--- src/rtl/cordic_iter_core.sv ---
`default_nettype none
// ============================================================================
// Module      : cordic_iter_core
// Description : Iterative rotation-mode CORDIC datapath and control FSM. One
//               micro-rotation per clock, indexed by an external counter.
// Revision    : 1.0 - initial release
// ============================================================================
module cordic_iter_core #(
    parameter int Width     = 16,
    parameter int Iters     = 16,
    parameter int IterWidth = 4
) (
    input  logic                        clk_i,
    input  logic                        rst_i,
    input  logic                        start_i,
    input  logic signed [Width-1:0]     x_i,
    input  logic signed [Width-1:0]     y_i,
    input  logic signed [Width-1:0]     z_i,
    input  logic        [IterWidth-1:0] iter_i,
    input  logic                        last_i,
    output logic                        cnt_ena_o,
    output logic                        busy_o,
    output logic                        done_o,
    output logic                        err_o,
    output logic signed [Width+1:0]     x_o,
    output logic signed [Width+1:0]     y_o,
    output logic signed [Width-1:0]     z_o
);

    localparam int                   c_LUT_DEPTH = 1 << IterWidth;
    localparam logic [IterWidth-1:0] c_RUN_LAST  = IterWidth'(Iters - 1);
    localparam logic [127:0]         c_ONE       = 128'd1 << 56;

    // atan(1/x) in Q56 via the alternating Taylor series, stopping once terms vanish.
    function automatic logic [127:0] f_atan_inv(input logic [127:0] x);
        logic [127:0] pw;
        logic [127:0] term;
        logic [127:0] acc;
        acc = '0;
        pw  = x;
        for (int k = 0; k < 48; k++) begin
            if (pw <= c_ONE) begin
                term = c_ONE / (pw * 128'(2 * k + 1));
                if (k % 2 == 0) acc = acc + term;
                else            acc = acc - term;
                pw = pw * x * x;
            end
        end
        return acc;
    endfunction

    // round(atan(2^-idx) * 2^(Width-1) / pi), pi taken from Machin's formula.
    function automatic logic [Width-1:0] f_atan(input int idx);
        logic [127:0] quarter_pi;
        logic [127:0] pi_q;
        logic [127:0] a;
        logic [127:0] num;
        quarter_pi = (128'd4 * f_atan_inv(128'd5)) - f_atan_inv(128'd239);
        pi_q       = quarter_pi << 2;
        a          = (idx == 0) ? quarter_pi : f_atan_inv(128'd1 << idx);
        num        = (a << Width) + pi_q;
        return Width'(num / (pi_q << 1));
    endfunction

    logic [Width-1:0] w_atan [c_LUT_DEPTH];

    for (genvar g = 0; g < c_LUT_DEPTH; g++) begin : g_atan
        if (g < Iters) begin : g_used
            localparam logic [Width-1:0] c_VAL = f_atan(g);
            assign w_atan[g] = c_VAL;
        end else begin : g_unused
            assign w_atan[g] = '0;
        end
    end

    typedef enum logic [1:0] {
        S_IDLE = 2'd0,
        S_RUN  = 2'd1,
        S_DONE = 2'd2
    } state_t;

    state_t               state_q, state_d;
    logic                 err_q, err_d;
    logic [IterWidth-1:0] run_cnt_q, run_cnt_d;
    logic                 w_load;
    logic                 w_rotate;

    logic signed [Width+1:0] x_q, y_q;
    logic signed [Width-1:0] z_q;
    logic signed [Width+1:0] w_x_d, w_y_d;
    logic signed [Width-1:0] w_z_d;
    logic signed [Width+1:0] w_x_shr, w_y_shr;
    logic signed [Width-1:0] w_atan_sel;
    logic                    w_pos;

    always_ff @(posedge clk_i or posedge rst_i) begin
        if (rst_i) begin
            state_q   <= S_IDLE;
            err_q     <= 1'b0;
            run_cnt_q <= '0;
        end else begin
            state_q   <= state_d;
            err_q     <= err_d;
            run_cnt_q <= run_cnt_d;
        end
    end

    always_comb begin
        state_d   = state_q;
        err_d     = err_q;
        run_cnt_d = run_cnt_q;
        w_load    = 1'b0;
        w_rotate  = 1'b0;
        case (state_q)
            S_IDLE: begin
                if (last_i) err_d = 1'b1;
                if (start_i) begin
                    w_load    = 1'b1;
                    run_cnt_d = '0;
                    state_d   = S_RUN;
                    if (iter_i != '0) err_d = 1'b1;
                end
            end
            S_RUN: begin
                w_rotate  = 1'b1;
                run_cnt_d = run_cnt_q + IterWidth'(1);
                if (last_i) begin
                    state_d = S_DONE;
                end else if (run_cnt_q == c_RUN_LAST) begin
                    // Counter never flagged the last step: force completion.
                    err_d   = 1'b1;
                    state_d = S_DONE;
                end
            end
            S_DONE: begin
                if (last_i) err_d = 1'b1;
                state_d = S_IDLE;
            end
            default: state_d = S_IDLE;
        endcase
    end

    // z == 0 rotates in the positive direction.
    assign w_pos      = ~z_q[Width-1];
    assign w_x_shr    = x_q >>> iter_i;
    assign w_y_shr    = y_q >>> iter_i;
    assign w_atan_sel = w_atan[iter_i];

    assign w_x_d = w_pos ? (x_q - w_y_shr)    : (x_q + w_y_shr);
    assign w_y_d = w_pos ? (y_q + w_x_shr)    : (y_q - w_x_shr);
    assign w_z_d = w_pos ? (z_q - w_atan_sel) : (z_q + w_atan_sel);

    always_ff @(posedge clk_i or posedge rst_i) begin
        if (rst_i) begin
            x_q <= '0;
            y_q <= '0;
            z_q <= '0;
        end else if (w_load) begin
            x_q <= {{2{x_i[Width-1]}}, x_i};
            y_q <= {{2{y_i[Width-1]}}, y_i};
            z_q <= z_i;
        end else if (w_rotate) begin
            x_q <= w_x_d;
            y_q <= w_y_d;
            z_q <= w_z_d;
        end
    end

    assign cnt_ena_o = (state_q == S_RUN);
    assign busy_o    = (state_q != S_IDLE);
    assign done_o    = (state_q == S_DONE);
    assign err_o     = err_q;
    assign x_o       = x_q;
    assign y_o       = y_q;
    assign z_o       = z_q;

endmodule
`default_nettype wire
--- config.mk ---
export PLATFORM = sky130hd
export DESIGN_NAME = cordic_iter_core
export DESIGN_NICKNAME = d
export VERILOG_FILES = /design/src/rtl/cordic_iter_core.sv
export SDC_FILE = /design/constraint.sdc
export NUM_CORES = 1
export LEC_CHECK = 0
export ABC_AREA = 1
export CORE_MARGIN = 1
export CORE_UTILIZATION = 60
export DETAILED_ROUTE_END_ITERATION = 12
export GPL_ROUTABILITY_DRIVEN = 0
export PLACE_DENSITY = 0.87
export RECOVER_POWER = 50
export SLEW_MARGIN = 10
export SYNTH_ARGS = -nofsm -noshare
export SYNTH_HDL_FRONTEND = slang
export SYNTH_SLANG_ARGS = --single-unit
--- constraint.sdc ---
create_clock -name clk_i -period 7 [get_ports clk_i]
set_input_delay 1.4 -clock clk_i [delete_from_list [all_inputs] [get_ports clk_i]]
set_output_delay 1.4 -clock clk_i [all_outputs]
set_load 0.02 [all_outputs]
Word level (Yosys, flattened, before mapping)
Memory sizes are Yosys's and may differ from the RTL's.
Index checks and enable logic that the tools add are counted.
W data, S select, Z words.
{ "op_classes": {"add_sub_neg": 7, "order_cmp": 1, "eq_ne": 7, "shifts": 2, "n_mux": 26, "bitwise_logic": 1, "reduce_logical": 9} }
{ "ops": {"columns": ["operator", "count"], "rows": [
  ["$mux W18", 6],
  ["$mux W16", 5],
  ["$add A18 B18 Y18", 2],
  ["$sshr A18 B4 Y18", 2],
  ["$sub A18 B18 Y18", 2],
  ["$add A16 B16 Y16", 1],
  ["$sub A16 B16 Y16", 1],
  ["$mux W1", 8],
  ["$pmux W4 S2", 1],
  ["$mux W2", 3],
  ["$reduce_bool A2 Y1", 3],
  ["$ge A5 B5 Y1 const B", 1],
  ["$not A4 Y5", 1],
  ["$add A4 B1 Y4 const B", 1],
  ["$eq A4 B4 Y1 const B", 1],
  ["$mux W4", 1],
  ["$ne A2 B2 Y1 const B", 2],
  ["$pmux W2 S2", 1],
  ["$reduce_and A2 Y1", 2],
  ["$reduce_bool A4 Y1", 1],
  ["$ne A3 B2 Y1 const B", 1],
  ["$pmux W1 S3", 1],
  ["$reduce_and A3 Y1", 1],
  ["$reduce_bool A3 Y1", 1],
  ["other kinds (4)", 4]
]} }
{ "totals": {"ff_bits": 59, "romBits": 256, "input_bits": 56, "out_inout_bits": 56, "word_cells": 60, "memories": 1} }
{ "memory_table": {"columns": ["memory", "words", "word_bits", "rd", "rd_clocked_by_memory_dff", "write_ports", "line_no", "source"], "rows": [
  ["(name not given)", 16, 16, 1, 0, 0, "147", "assign w_atan_sel = w_atan[iter_i];"]
]} }

Depth between registers and ports, before layout
{ "logic_depth": {"word_depth": 8, "depth_mapped": 28, "depth_no_buf": 26} }

Least setup slack after synthesis
Ideal clock, no wire load.
{ "synth_path": {"kind": "in2reg", "startpoint": "input iter_i[1]", "endpoint": "register z_q[13], in the netlist z_o[13]", "setup_ns": 0.127, "arrival_time_ns": 4.590, "required_ns": 6.873, "setup_slack_ns": 2.282, "cell_stages": 24, "n_path_buf": 3, "path_cell_list": "buf_6 inv_4 buf_6 buf_6 ha_1 o21ai_0 a22oi_1 ha_1 inv_1 nor2_1 nand2_1 nor3_1 nor2_1 xor2_1 ha_1 nand2_1 o21ai_0 a21boi_0 o21ai_0 nand2_1 nand2_1 nand2_1 a21oi_1 o21ai_0"} }
{ "synth_via": {"elab_chain_len": 8} }
{ "synth_rtl": {"columns": ["item", "line_no", "source"], "rows": [
  ["from (decl)", "19", "input logic [IterWidth-1:0] iter_i,"],
  ["$not A4 Y5 (implied by the code) *", "147", null],
  ["$mem_v2 Z16 W16 *", null, null],
  ["$mux W16 (implied by the code) * (2 in a row)", "147", null],
  ["$sub A16 B16 Y16 / $add A16 B16 Y16 (equally long branches)", "151", "assign w_z_d = w_pos ? (z_q - w_atan_sel) : (z_q + w_atan_sel);"],
  ["$mux W16 *", "151", null],
  ["$mux W16 *", "162", "end else if (w_rotate) begin"],
  ["$mux W16 *", "158", "end else if (w_load) begin"],
  ["to (signal assigned)", "161", "z_q <= z_i;"],
  ["to (signal assigned)", "165", "z_q <= w_z_d;"],
  ["to (decl)", "89", "logic signed [Width-1:0] z_q;"]
]} }
Mark *: on every way between the ends. The rest lies on a longest branch, timed or not. The select of a mux whose other input is x is not followed.
A chain may end at the register's enable or synchronous reset.

Final worst setup path
{ "layout_path": {"startpoint": "input iter_i[0]", "endpoint": "register z_q[13], in the netlist z_o[13]"} }
Same word-level chain as after synthesis.

==> flow_metrics.py <==
metrics = {
    "global_routing": {
        "grt_max_degree": 63,
        "grt_first_pass_wirelength_um": 37300,
        "first_global_vias": 8120,
        "antenna_found_initial": 0,
        "grt.overflow.total": 0,
        "grt.total_usage": 0.347,
    },
    "setup_path": {
        "worst-setup-path-type": "primary input to register",
        "rr_endpoint": "run_cnt_q[3]",
        "rr_worst_depth": 7,
        "cp_slowest_stage_delay_ns": 0.84,
        "path_cells": "clkdlybuf4s50_1, inv_2, ha_1, o21ai_0, a22oi_1, ha_1, inv_1, nor2_1, nand2_1, nor3_1, nor2_1, xor2_1, ha_1, nand2_1, o21ai_0, a21boi_0, o21ai_0, nand2_1, nand2_1, nand2_1, a21oi_1, o21ai_0",
        "required_ns": 7.22,
        "cp_slowest_cell": "clkdlybuf4s50_1",
        "crit_fanout": 39,
        "arrival_ns": 6.34,
        "r2r-start": "state_q[0]",
        "worstSetupEndpointType": "register",
        "crit_buf_inv": 3,
        "crit_family": "compound AO/OA/AOI/OAI gates",
        "rrSetupSlack_ns": 3.14,
        "path_common_cell": "nand2_1",
        "start_kind": "primary input",
    },
    "logic_synthesis": {
        "synth.largest_area_cell": "dfrtp_1",
        "ys_warn_count": 0,
        "synth_top_area_share": 0.188,
        "synth_top_cells_by_area": "dfrtp_1 (19%), nand2_1 (17%), ha_1 (9.9%)",
        "ys_types": 53,
        "synthCells": 1270,
        "ys_ff_latch": 59,
        "synthTopCellsByCount": "nand2_1 (358), nand3_1 (152), inv_1 (106), o21ai_0 (106), nor2_1 (105)",
        "yosysSeqAreaShare": 0.188,
        "syn_area_mm2": 0.00784,
        "synth_fp_nets": 1391,
        "synth_ff_type": "dfrtp_1",
        "synth_most_common_cell": "nand2_1",
        "async_flop_share": 1.00,
        "synth_edf_count": 0,
        "synth.avg_cell_area_um2": 6.17,
    },
    "cts": {
        "cts_root_buffer": "clkbuf_16",
        "ctsResizeCount": 0,
        "cts_tree": "yes",
        "cts_setup_buffers": 0,
        "clock_latency_ns": 0.35,
        "clockBufferDepth": 2,
        "clock-sinks": 59,
        "htreeDepth": 3,
        "clk_pin_slew_ns": 0.06,
        "cts_buffers": 9,
        "holdBufCountCts": 0,
    },
    "timing": {
        "slew-limit-headroom": -1.18,
        "finalHoldViolations": 0,
        "min_period_ns": 6.11,
        "setup_tns_ns": 0,
        "setup_ws_ns": 0.885,
        "worstMarginPinSlew_ns": 3.27,
        "finClkSkew_ns": 0.0102,
        "max_freq_mhz": 164,
        "finalSetupViolations": 0,
        "rsz0062_at_grt": "no",
        "fin_crit_sh": 0.874,
        "finalMaxSlewViolations": 123,
    },
    "placement": {
        "hpwl_um": 16600,
        "dp.cells": 1510,
        "port-buffer-count": 111,
        "place_ws_ns": 0.741,
    },
    "detailed_routing": {
        "drc": 0,
        "wl_per_cell_um": 14.8,
        "detail-route-antenna-nets": 0,
        "wirelength_um": 22500,
        "drtIter0Drc": 808,
        "drtPass1Iterations": 6,
        "via_per_inst": 5.79,
        "vias": 8837,
    },
    "floorplan": {
        "start_util": 0.619,
        "chipHeight_um": 116,
        "rows": 41,
        "die_w_um": 116,
        "die_area_mm2": 0.0135,
        "core_mm2": 0.0127,
        "io_pins": 112,
    },
    "layout": {
        "nFillCells": 1109,
        "final_cell_count_no_fill": 1526,
        "area_growth_pct": 17.8,
        "diodes": 0,
        "multi_input_area_mm2": 0.00565,
        "nNetsFinal": 1470,
        "ff_latch_area_mm2": 0.00148,
        "final_layout_size_suffix_gt1_frac": 0.0458,
    },
    "power": {
        "p_leak_nw": 4.57,
        "max-vdd-ir-drop_v": 0.000342,
        "power.density_mw_per_mm2": 598,
        "p_total_w": 0.00553,
    },
    "job": {
        "max_cap_viol_count": 2,
    },
    "status": {
        "violations": "max-capacitance violations, max-slew violations",
        "status": "complete, but fails checks",
    },
    "min_path": {
        "hold_path_depth": 2,
        "min_from": "z_o[11]",
        "hold_end": "z_o[11]",
        "hold_path.class": "register to register",
    },
}
==> power by group <==
group | leakage [nW] | switching (W) | total (W) | internal (W)
clock | 0.135 | 0.000176 | 0.000451 | 0.000275
sequential | 0.714 | 0.000268 | 0.000794 | 0.000526
combinational | 3.73 | 0.00261 | 0.00428 | 0.00167
==> placed cells by master, fill, tap and decap left out, types with 28 or more instances in the layout <==
cell type,instances
clkdlybuf4s50_1,83
a21oi_1,86
o21ai_0,106
dfrtp_1,59
inv_1,105
nand2_1,357
ha_1,62
nor2_1,104
nand3_1,152
xor2_1,42
dlygate4sd3_1,28
==> flip-flops by register name, summed over array words and instances, names as in the netlist <==
register   count
y_o           18
run_cnt_q      4
state_q        2
err_o          1
x_o           18
z_o           16
==> worst register-to-register path: stages (launching register included) <==
cell and delay [ns]:
dfrtp_1 0.37, inv_1 0.09, ha_1 0.25, nand2_2 0.08, clkbuf_1 1.87, o21ai_1 0.64
and3_1 0.36, nor3_1 0.12
==> through the flow <==
| step | util | hold WS [ns] | instance area, um2 |
|---|---|---|---|
| 2_1_floorplan | - | 0.474 | 7840 |
| 3_3_place_gp | 0.707 | 0.498 | 8950 |
| 3_5_place_dp | 0.707 | 0.506 | 8950 |
| 4_1_cts | 0.730 | 0.524 | 9250 |
| 5_1_grt | 0.729 | 0.543 | 9240 |
| 6_report | 0.729 | 0.522 | 9240 |
==> per-layer routing <==
layer  global-route usage  up-vias  share of wire
met5                    0        -              0
met4                0.169        0          0.036
met3               0.0389       67          0.067
met2                0.569      388           0.45
met1                0.455     3987           0.44
li1                     -     4395              -
==> kinds of logic after synthesis <==
| kind of cell | after synthesis | share of synthesized area |
|---|---|---|
| AO/OA/AOI/OAI | 247 | 0.176 |
| XOR/XNOR | 64 | 0.0715 |
| adder cells (fa/ha/maj) | 65 | 0.107 |
| buffers and inverters | 166 | 0.0921 |
| flip-flops | 59 | 0.188 |
| AND/OR/NAND/NOR | 669 | 0.366 |
==> worst max path at each step <==
stage	cells past startpoint	startpoint	to
2_1_floorplan	24	iter_i[1]	z_o[13]
3_3_place_gp	22	iter_i[0]	z_o[13]
3_5_place_dp	22	iter_i[0]	z_o[13]
4_1_cts	22	iter_i[0]	z_o[13]
5_1_grt	22	iter_i[0]	z_o[13]
6_report	22	iter_i[0]	z_o[13]
==> final cells by class <==
| type | count | share of cell area |
|---|---|---|
| clock inverters | 6 | 0.00718 |
| multi-input cells | 1045 | 0.611 |
| flip-flops and latches | 59 | 0.160 |
| inverters | 113 | 0.0462 |
| well taps | 172 | 0.0233 |
| repair buffers | 121 | 0.128 |
| clock buffers | 10 | 0.0248 |
No activity file was read; power rests on OpenSTA's default activity.
